`src/rtl/mmio_pkg.sv`:
```
// Shared constants for the MMIO bridge: I/O window base, register offsets,
// field widths and the switch debounce FSM state type.
package mmio_pkg;

  // address_dmem[11:8] equal to this nibble selects the I/O register bank
  localparam logic [3:0] IO_BASE = 4'hF;

  // Register offsets within the I/O window (address_dmem[7:0])
  localparam logic [7:0] OFF_SEG     = 8'h00;
  localparam logic [7:0] OFF_SEG_INC = 8'h01;
  localparam logic [7:0] OFF_LED     = 8'h02;
  localparam logic [7:0] OFF_SW      = 8'h03;
  localparam logic [7:0] OFF_DOT_X   = 8'h04;
  localparam logic [7:0] OFF_DOT_Y   = 8'h05;
  localparam logic [7:0] OFF_CYCLE   = 8'h06;
  localparam logic [7:0] OFF_SWFLAG  = 8'h07;

  localparam int DOT_X_W = 10;
  localparam int DOT_Y_W = 9;
  localparam int LED_W   = 16;
  localparam int SW_W    = 5;

  typedef enum logic {
    DEB_STABLE,
    DEB_SETTLING
  } deb_state_t;

endpackage

```
`src/rtl/sw_debounce.sv`:
```
// Switch conditioning: two-flop synchroniser followed by a debounce FSM that
// accepts a new 5-bit switch vector only after it has been seen unchanged for
// DEBOUNCE_CYCLES consecutive cycles. 'changed' is high in the cycle whose
// closing edge loads the new value into 'deb'.
module sw_debounce
  import mmio_pkg::*;
#(
  parameter int DEBOUNCE_CYCLES = 50000
) (
  input  logic            clock,
  input  logic            reset,
  input  logic [SW_W-1:0] sw_raw,
  output logic [SW_W-1:0] deb,
  output logic            changed
);

  localparam int              CNT_W    = $clog2(DEBOUNCE_CYCLES + 1);
  localparam logic [CNT_W-1:0] CNT_LAST = CNT_W'(DEBOUNCE_CYCLES - 1);

  logic [SW_W-1:0]  sync1, sync2;
  logic [SW_W-1:0]  cand, cand_nxt;
  logic [SW_W-1:0]  deb_nxt;
  logic [CNT_W-1:0] cnt, cnt_nxt;
  deb_state_t       state, state_nxt;

  // Synchronise the asynchronous switches into the clock domain
  always_ff @(posedge clock) begin
    // NOTE: clocked state uses non-blocking (<=) so every flop samples pre-edge values.
    if (reset) begin
      sync1 <= '0;
      sync2 <= '0;
    end else begin
      sync1 <= sw_raw;
      sync2 <= sync1;
    end
  end

  // Debounce FSM state, settle counter, candidate and accepted value
  always_ff @(posedge clock) begin
    if (reset) begin
      state <= DEB_STABLE;
      cnt   <= '0;
      cand  <= '0;
      deb   <= '0;
    end else begin
      state <= state_nxt;
      cnt   <= cnt_nxt;
      cand  <= cand_nxt;
      deb   <= deb_nxt;
    end
  end

  // Next-state logic: track the candidate value and count its stable cycles
  always_comb begin
    // NOTE: every output gets a default first, so no path can infer a latch.
    state_nxt = state;
    cnt_nxt   = cnt;
    cand_nxt  = cand;
    deb_nxt   = deb;
    changed   = 1'b0;
    case (state)
      DEB_STABLE: begin
        if (sync2 != deb) begin
          state_nxt = DEB_SETTLING;
          cnt_nxt   = CNT_W'(1);
          cand_nxt  = sync2;
        end else begin
          cnt_nxt = '0;
        end
      end
      DEB_SETTLING: begin
        if (sync2 == deb) begin
          // Input bounced back to the accepted value: reject the change
          state_nxt = DEB_STABLE;
          cnt_nxt   = '0;
        end else if (sync2 != cand) begin
          // A different new value appeared mid-settle: start counting afresh
          cand_nxt = sync2;
          cnt_nxt  = CNT_W'(1);
        end else if (cnt >= CNT_LAST) begin
          deb_nxt   = sync2;
          state_nxt = DEB_STABLE;
          cnt_nxt   = '0;
          changed   = 1'b1;
        end else begin
          cnt_nxt = cnt + CNT_W'(1);
        end
      end
      default: begin
        state_nxt = DEB_STABLE;
        cnt_nxt   = '0;
      end
    endcase
  end

endmodule

```
`src/rtl/mmio_bridge.sv`:
```
// MMIO responder on the CPU dmem port. Addresses 0xF00-0xFFF hit the I/O
// register bank (7-seg value, LEDs, VGA dot, debounced switches, cycle
// counter); everything else passes through to RAM. Loads return one cycle
// after the address, matching the registered RAM.
// Optional feature macro MMIO_SW_IRQ_EN: sticky switch-change flag on sw_irq,
// readable (and cleared by reading) at offset 0x07.
module mmio_bridge
  import mmio_pkg::*;
#(
  parameter int SEG_MAX         = 9999,
  parameter int SEG_RESET       = 0,
  parameter int DEBOUNCE_CYCLES = 50000
) (
  input  logic               clock,
  input  logic               reset,
  input  logic               wren,
  input  logic [11:0]        address_dmem,
  input  logic [31:0]        data,
  output logic [31:0]        q_dmem,
  output logic               ram_wEn,
  input  logic [31:0]        ram_dataOut,
  input  logic [SW_W-1:0]    SW,
  output logic [LED_W-1:0]   led,
  output logic [31:0]        seg_value,
  output logic [DOT_X_W-1:0] dot_x,
  output logic [DOT_Y_W-1:0] dot_y,
  output logic               sw_irq
);

  localparam logic [31:0] SEG_MAX_V   = 32'(SEG_MAX);
  localparam logic [31:0] SEG_RESET_V = 32'(SEG_RESET);

  logic            io_hit;
  logic            io_wr;
  logic [7:0]      offset;
  logic [31:0]     cycle;
  logic [31:0]     io_rdata;
  logic            io_sel_q;
  logic [31:0]     io_rdata_q;
  logic [SW_W-1:0] sw_deb;
  logic            sw_changed;

  assign io_hit  = (address_dmem[11:8] == IO_BASE);
  assign offset  = address_dmem[7:0];
  assign io_wr   = wren & io_hit;
  assign ram_wEn = wren & ~io_hit;
  assign q_dmem  = io_sel_q ? io_rdata_q : ram_dataOut;

  sw_debounce #(
    .DEBOUNCE_CYCLES(DEBOUNCE_CYCLES)
  ) u_sw_debounce (
    .clock  (clock),
    .reset  (reset),
    .sw_raw (SW),
    .deb    (sw_deb),
    .changed(sw_changed)
  );

  // Writable registers and the free-running cycle counter
  always_ff @(posedge clock) begin
    if (reset) begin
      seg_value <= SEG_RESET_V;
      led       <= '0;
      dot_x     <= '0;
      dot_y     <= '0;
      cycle     <= '0;
    end else begin
      cycle <= cycle + 32'd1;
      if (io_wr) begin
        case (offset)
          OFF_SEG:     seg_value <= data;
          OFF_SEG_INC: seg_value <= (seg_value >= SEG_MAX_V) ? 32'd0 : seg_value + 32'd1;
          OFF_LED:     led       <= data[LED_W-1:0];
          OFF_DOT_X:   dot_x     <= data[DOT_X_W-1:0];
          OFF_DOT_Y:   dot_y     <= data[DOT_Y_W-1:0];
          OFF_CYCLE:   cycle     <= '0;  // clear overrides the increment above
          default:     ;                 // read-only or unmapped: ignored
        endcase
      end
    end
  end

`ifdef MMIO_SW_IRQ_EN
  logic sw_flag;
  logic swflag_rd;

  assign swflag_rd = io_hit & ~wren & (offset == OFF_SWFLAG);
  assign sw_irq    = sw_flag;

  // Sticky switch-change flag: a new debounced value sets it, a read clears it
  always_ff @(posedge clock) begin
    if (reset) begin
      sw_flag <= 1'b0;
    end else if (sw_changed) begin
      sw_flag <= 1'b1;
    end else if (swflag_rd) begin
      sw_flag <= 1'b0;
    end
  end
`else
  // Change strobe has no consumer when the flag feature is absent
  logic sw_changed_unused;
  assign sw_changed_unused = sw_changed;
  assign sw_irq            = 1'b0;
`endif

  // Read mux over the register bank; narrow registers are zero-extended
  always_comb begin
    io_rdata = '0;
    case (offset)
      OFF_SEG:    io_rdata = seg_value;
      OFF_LED:    io_rdata = {{(32-LED_W){1'b0}}, led};
      OFF_SW:     io_rdata = {{(32-SW_W){1'b0}}, sw_deb};
      OFF_DOT_X:  io_rdata = {{(32-DOT_X_W){1'b0}}, dot_x};
      OFF_DOT_Y:  io_rdata = {{(32-DOT_Y_W){1'b0}}, dot_y};
      OFF_CYCLE:  io_rdata = cycle;
`ifdef MMIO_SW_IRQ_EN
      OFF_SWFLAG: io_rdata = {31'b0, sw_flag};
`endif
      default:    io_rdata = '0;
    endcase
  end

  // Register the I/O select and read data so loads line up with RAM latency
  always_ff @(posedge clock) begin
    if (reset) begin
      io_sel_q   <= 1'b0;
      io_rdata_q <= '0;
    end else begin
      io_sel_q   <= io_hit;
      io_rdata_q <= io_rdata;
    end
  end

endmodule

```
`config.mk`:
```
export PLATFORM = sky130hd
export DESIGN_NAME = mmio_bridge
export DESIGN_NICKNAME = d
export VERILOG_FILES = /design/src/rtl/mmio_pkg.sv /design/src/rtl/sw_debounce.sv /design/src/rtl/mmio_bridge.sv
export SDC_FILE = /design/constraint.sdc
export NUM_CORES = 1
export LEC_CHECK = 0
export ABC_AREA = 1
export CORE_MARGIN = 3
export CORE_UTILIZATION = 45
export CTS_CLUSTER_DIAMETER = 50
export DETAILED_ROUTE_END_ITERATION = 7
export PLACE_DENSITY = 0.79
export RECOVER_POWER = 25
export SYNTH_ARGS = -nofsm -noshare
export SYNTH_HDL_FRONTEND = slang
export SYNTH_SLANG_ARGS = --single-unit
```
`constraint.sdc`:
```
create_clock -name clock -period 3 [get_ports clock]
set_clock_uncertainty 0.15 [all_clocks]
set_input_delay 0.45 -clock clock [delete_from_list [all_inputs] [get_ports clock]]
set_output_delay 0.45 -clock clock [all_outputs]
set_load 0.01 [all_outputs]
```
==> out/results.ini <==
[finish]
final_layout_size_suffix_gt1_share_pct = 8.43
insertedDiodeCount = 0
nets = 1438
syn_to_final_growth_pct = 30.4
fin_cells = 1593
fillCellCount = 1619
final_common_cell = nand2_1
mostFrequentLayoutCells = 254 x nand2_1, 171 x nor2_1, 169 x dfxtp_1, 148 x clkdlybuf4s50_1, 123 x a21oi_1

[synth]
syn_inst = 1177
synthFlopType = dfxtp_1
synth_edf_count = 0
syn_nets = 1264
async_flop_share_pct = 0
ys_types = 45
synth-seq-cells = 169
avgSynthCellArea_sq_um = 7.09
seq_area_frac_synth_pct = 40.6
syn_area_sq_mm = 0.00834
yosys_warnings = 0

[sta]
min_period_ns = 2.63
final-setup-viol-count = 0
hold_viol_final = 0
fin_ws_ns = 0.372
tns_ns = 0
grt_setup_unrepaired = no
hold-worst-slack_ns = 0.262
slew_headroom_pct = -36.1
timing.final.crit_share_pct = 87.6
final_max_slew_viol_count = 41
tightestPinTransition_ns = 2.04
clock.fmax_ghz = 0.381

[floorplan]
ios = 185
start_util_pct = 46.1
die_height_um = 142
die_w_um = 142
core_area_sq_mm = 0.0181
die_area_sq_mm = 0.0202
rows = 49

[placement]
hpwl_um = 19700
routabilityCongestion = 0.937
port-buffer-count = 183
dp.cells = 1561
place_ws_ns = 0.397

[global_routing]
grt-ovfl-total = 0
grt_pass1_wl_um = 40000
antenna_found_initial = 0
grt_max_degree = 41
grt_pass1_vias = 7667
grt_usage_pct = 24.9

[critical_path]
reg2reg_to = cycle[30]$_SDFF_PP0_
path_max_fanout = 40
worst_r2r_startpoint = cycle[0]$_SDFF_PP0_
crit_required_ns = 3.05
cp_cell_sequence = dlygate4sd3_1 > clkbuf_1 > nor3_1
r2r_slack_ns = 0.80
worst_path_max_delay_cell = clkbuf_1
cp-start-kind = input port
reg2regPathDepth = 10
critPathKind = input port to flip-flop
crit_path_end_kind = flip-flop
arrival_ns = 2.68
max_stage_delay_ns = 1.46

[pwr]
power_mw = 4.72
irDropWorstVdd_mv = 0.338
power_density_mw_per_mm2 = 434
p_leak_nw = 4.27

[cts]
clockBufferDepth = 2
worstSkewPairLatency_ns = 0.43
root_buffer = clkbuf_16
cts_buffers = 17
cts_tree = built
postCtsHoldBufs = 0
post_cts_buffers = 0
clock_sinks = 169
path_clk_slew_ns = 0.06
cts_max_level = 4
cts_resized = 0

[routing]
drc = 0
wl_um = 26100
ant_nets = 0
dr.pass1.iters = 5
vias_per_cell = 5.35
route.vias.total = 8522
drt_iter0_drc = 711
wl_per_cell_um = 16.4

[hold_path]
min-delay-start = u_sw_debounce.sync1[1]$_SDFF_PP0_
hold_depth = 2
min_to = u_sw_debounce.sync2[1]$_SDFF_PP0_
hold_path.class = flip-flop to flip-flop

[run]
maxCapViolCount = 1

[outcome]
violations = capacitance limit, slew limit
outcome = complete, but fails checks

[metal layers]
metal	global-route usage, %	wire [um]	part of all wire [%]
met1	35.2	11600	44
met2	38.9	11800	45
met3	4.27	2090	8.0
met4	8.03	597	2.3
met5	0	0	0
[area by class of cell]
type / instances / area [sq um] / share of cell area (%)
Clock buffer: 19 / 443 / 4.07
Inverter: 130 / 488 / 4.49
Multi-Input combinational cell: 835 / 4210 / 38.7
Timing Repair Buffer: 198 / 1950 / 17.9
Tap cell: 229 / 287 / 2.63
Clock inverter: 13 / 115 / 1.06
Sequential cell: 169 / 3380 / 31.1
[worst max-delay path, delay by kind of cell]
family        cells  cell delay [ns]
buf+inv           2             2.01
simple gates      1             0.21
[cells in the mapped netlist, types with 6 or more instances]
| master | instances | area (sq um) |
|---|---|---|
| a211oi_1 | 6 | 45.0 |
| a21oi_1 | 122 | 611 |
| buf_2 | 10 | 50.1 |
| buf_4 | 8 | 60.1 |
| clkbuf_1 | 19 | 71.3 |
| dfxtp_1 | 169 | 3380 |
| inv_1 | 117 | 439 |
| inv_2 | 13 | 48.8 |
| mux2_2 | 32 | 360 |
| nand2_1 | 253 | 950 |
| nand2_2 | 6 | 37.5 |
| nand3_1 | 57 | 285 |
| nand3b_1 | 13 | 97.6 |
| nand4_1 | 18 | 113 |
| nor2_1 | 169 | 634 |
| nor3_1 | 13 | 65.1 |
| o21ai_0 | 77 | 385 |
| xnor2_1 | 7 | 61.3 |
| xor2_1 | 18 | 158 |
[metrics by stage]
stage / utilization (%) / area (sq um)
2_1_floorplan: - / 8340
3_3_place_gp: 57.2 / 10300
3_5_place_dp: 57.2 / 10300
4_1_cts: 60.3 / 10900
5_1_grt: 60.2 / 10900
6_report: 60.2 / 10900
[cell families after synthesis]
family / synth area share [%]
AOI/OAI and AO/OA: 13.8
xor gates and xnor gates: 2.62
adders and majority gates: 0.450
buffers and inverters: 8.74
DFF: 40.6
muxes: 4.32
other: 0.0449
and+or+nand+nor: 29.5
[how the worst max path moves through the flow]
stage | start | to | depth (start not counted)
finish | reset | io_sel_q$_SDFF_PP0_ | 3
global route | reset | io_sel_q$_SDFF_PP0_ | 3
CTS | io_sel_q$_SDFF_PP0_ | q_dmem[14] | 3
detailed placement | address_dmem[0] | io_rdata_q[23]$_SDFF_PP0_ | 9
global placement | address_dmem[0] | io_rdata_q[26]$_SDFF_PP0_ | 9
floorplan | address_dmem[5] | cycle[11]$_SDFF_PP0_ | 8
[power by group]
| part | leakage, nW | switching, mW | total [mW] | internal, mW |
|---|---|---|---|---|
| clock network | 0.264 | 0.966 | 2.07 | 1.10 |
| logic | 2.64 | 0.169 | 0.370 | 0.200 |
| registers | 1.36 | 0.0149 | 2.28 | 2.26 |
| total | 4.27 | 1.15 | 4.72 | 3.57 |
[flip-flops by register name, indices dropped and copies added, names as in the netlist]
register / flops
io_rdata_q: 32
dot_x: 10
u_sw_debounce.state: 1
u_sw_debounce.cand: 5
io_sel_q: 1
seg_value: 32
u_sw_debounce.sync2: 5
led: 16
u_sw_debounce.cnt: 16
dot_y: 9
cycle: 32
u_sw_debounce.sync1: 5
u_sw_debounce.deb: 5
No activity file was read; power rests on OpenSTA's default activity.
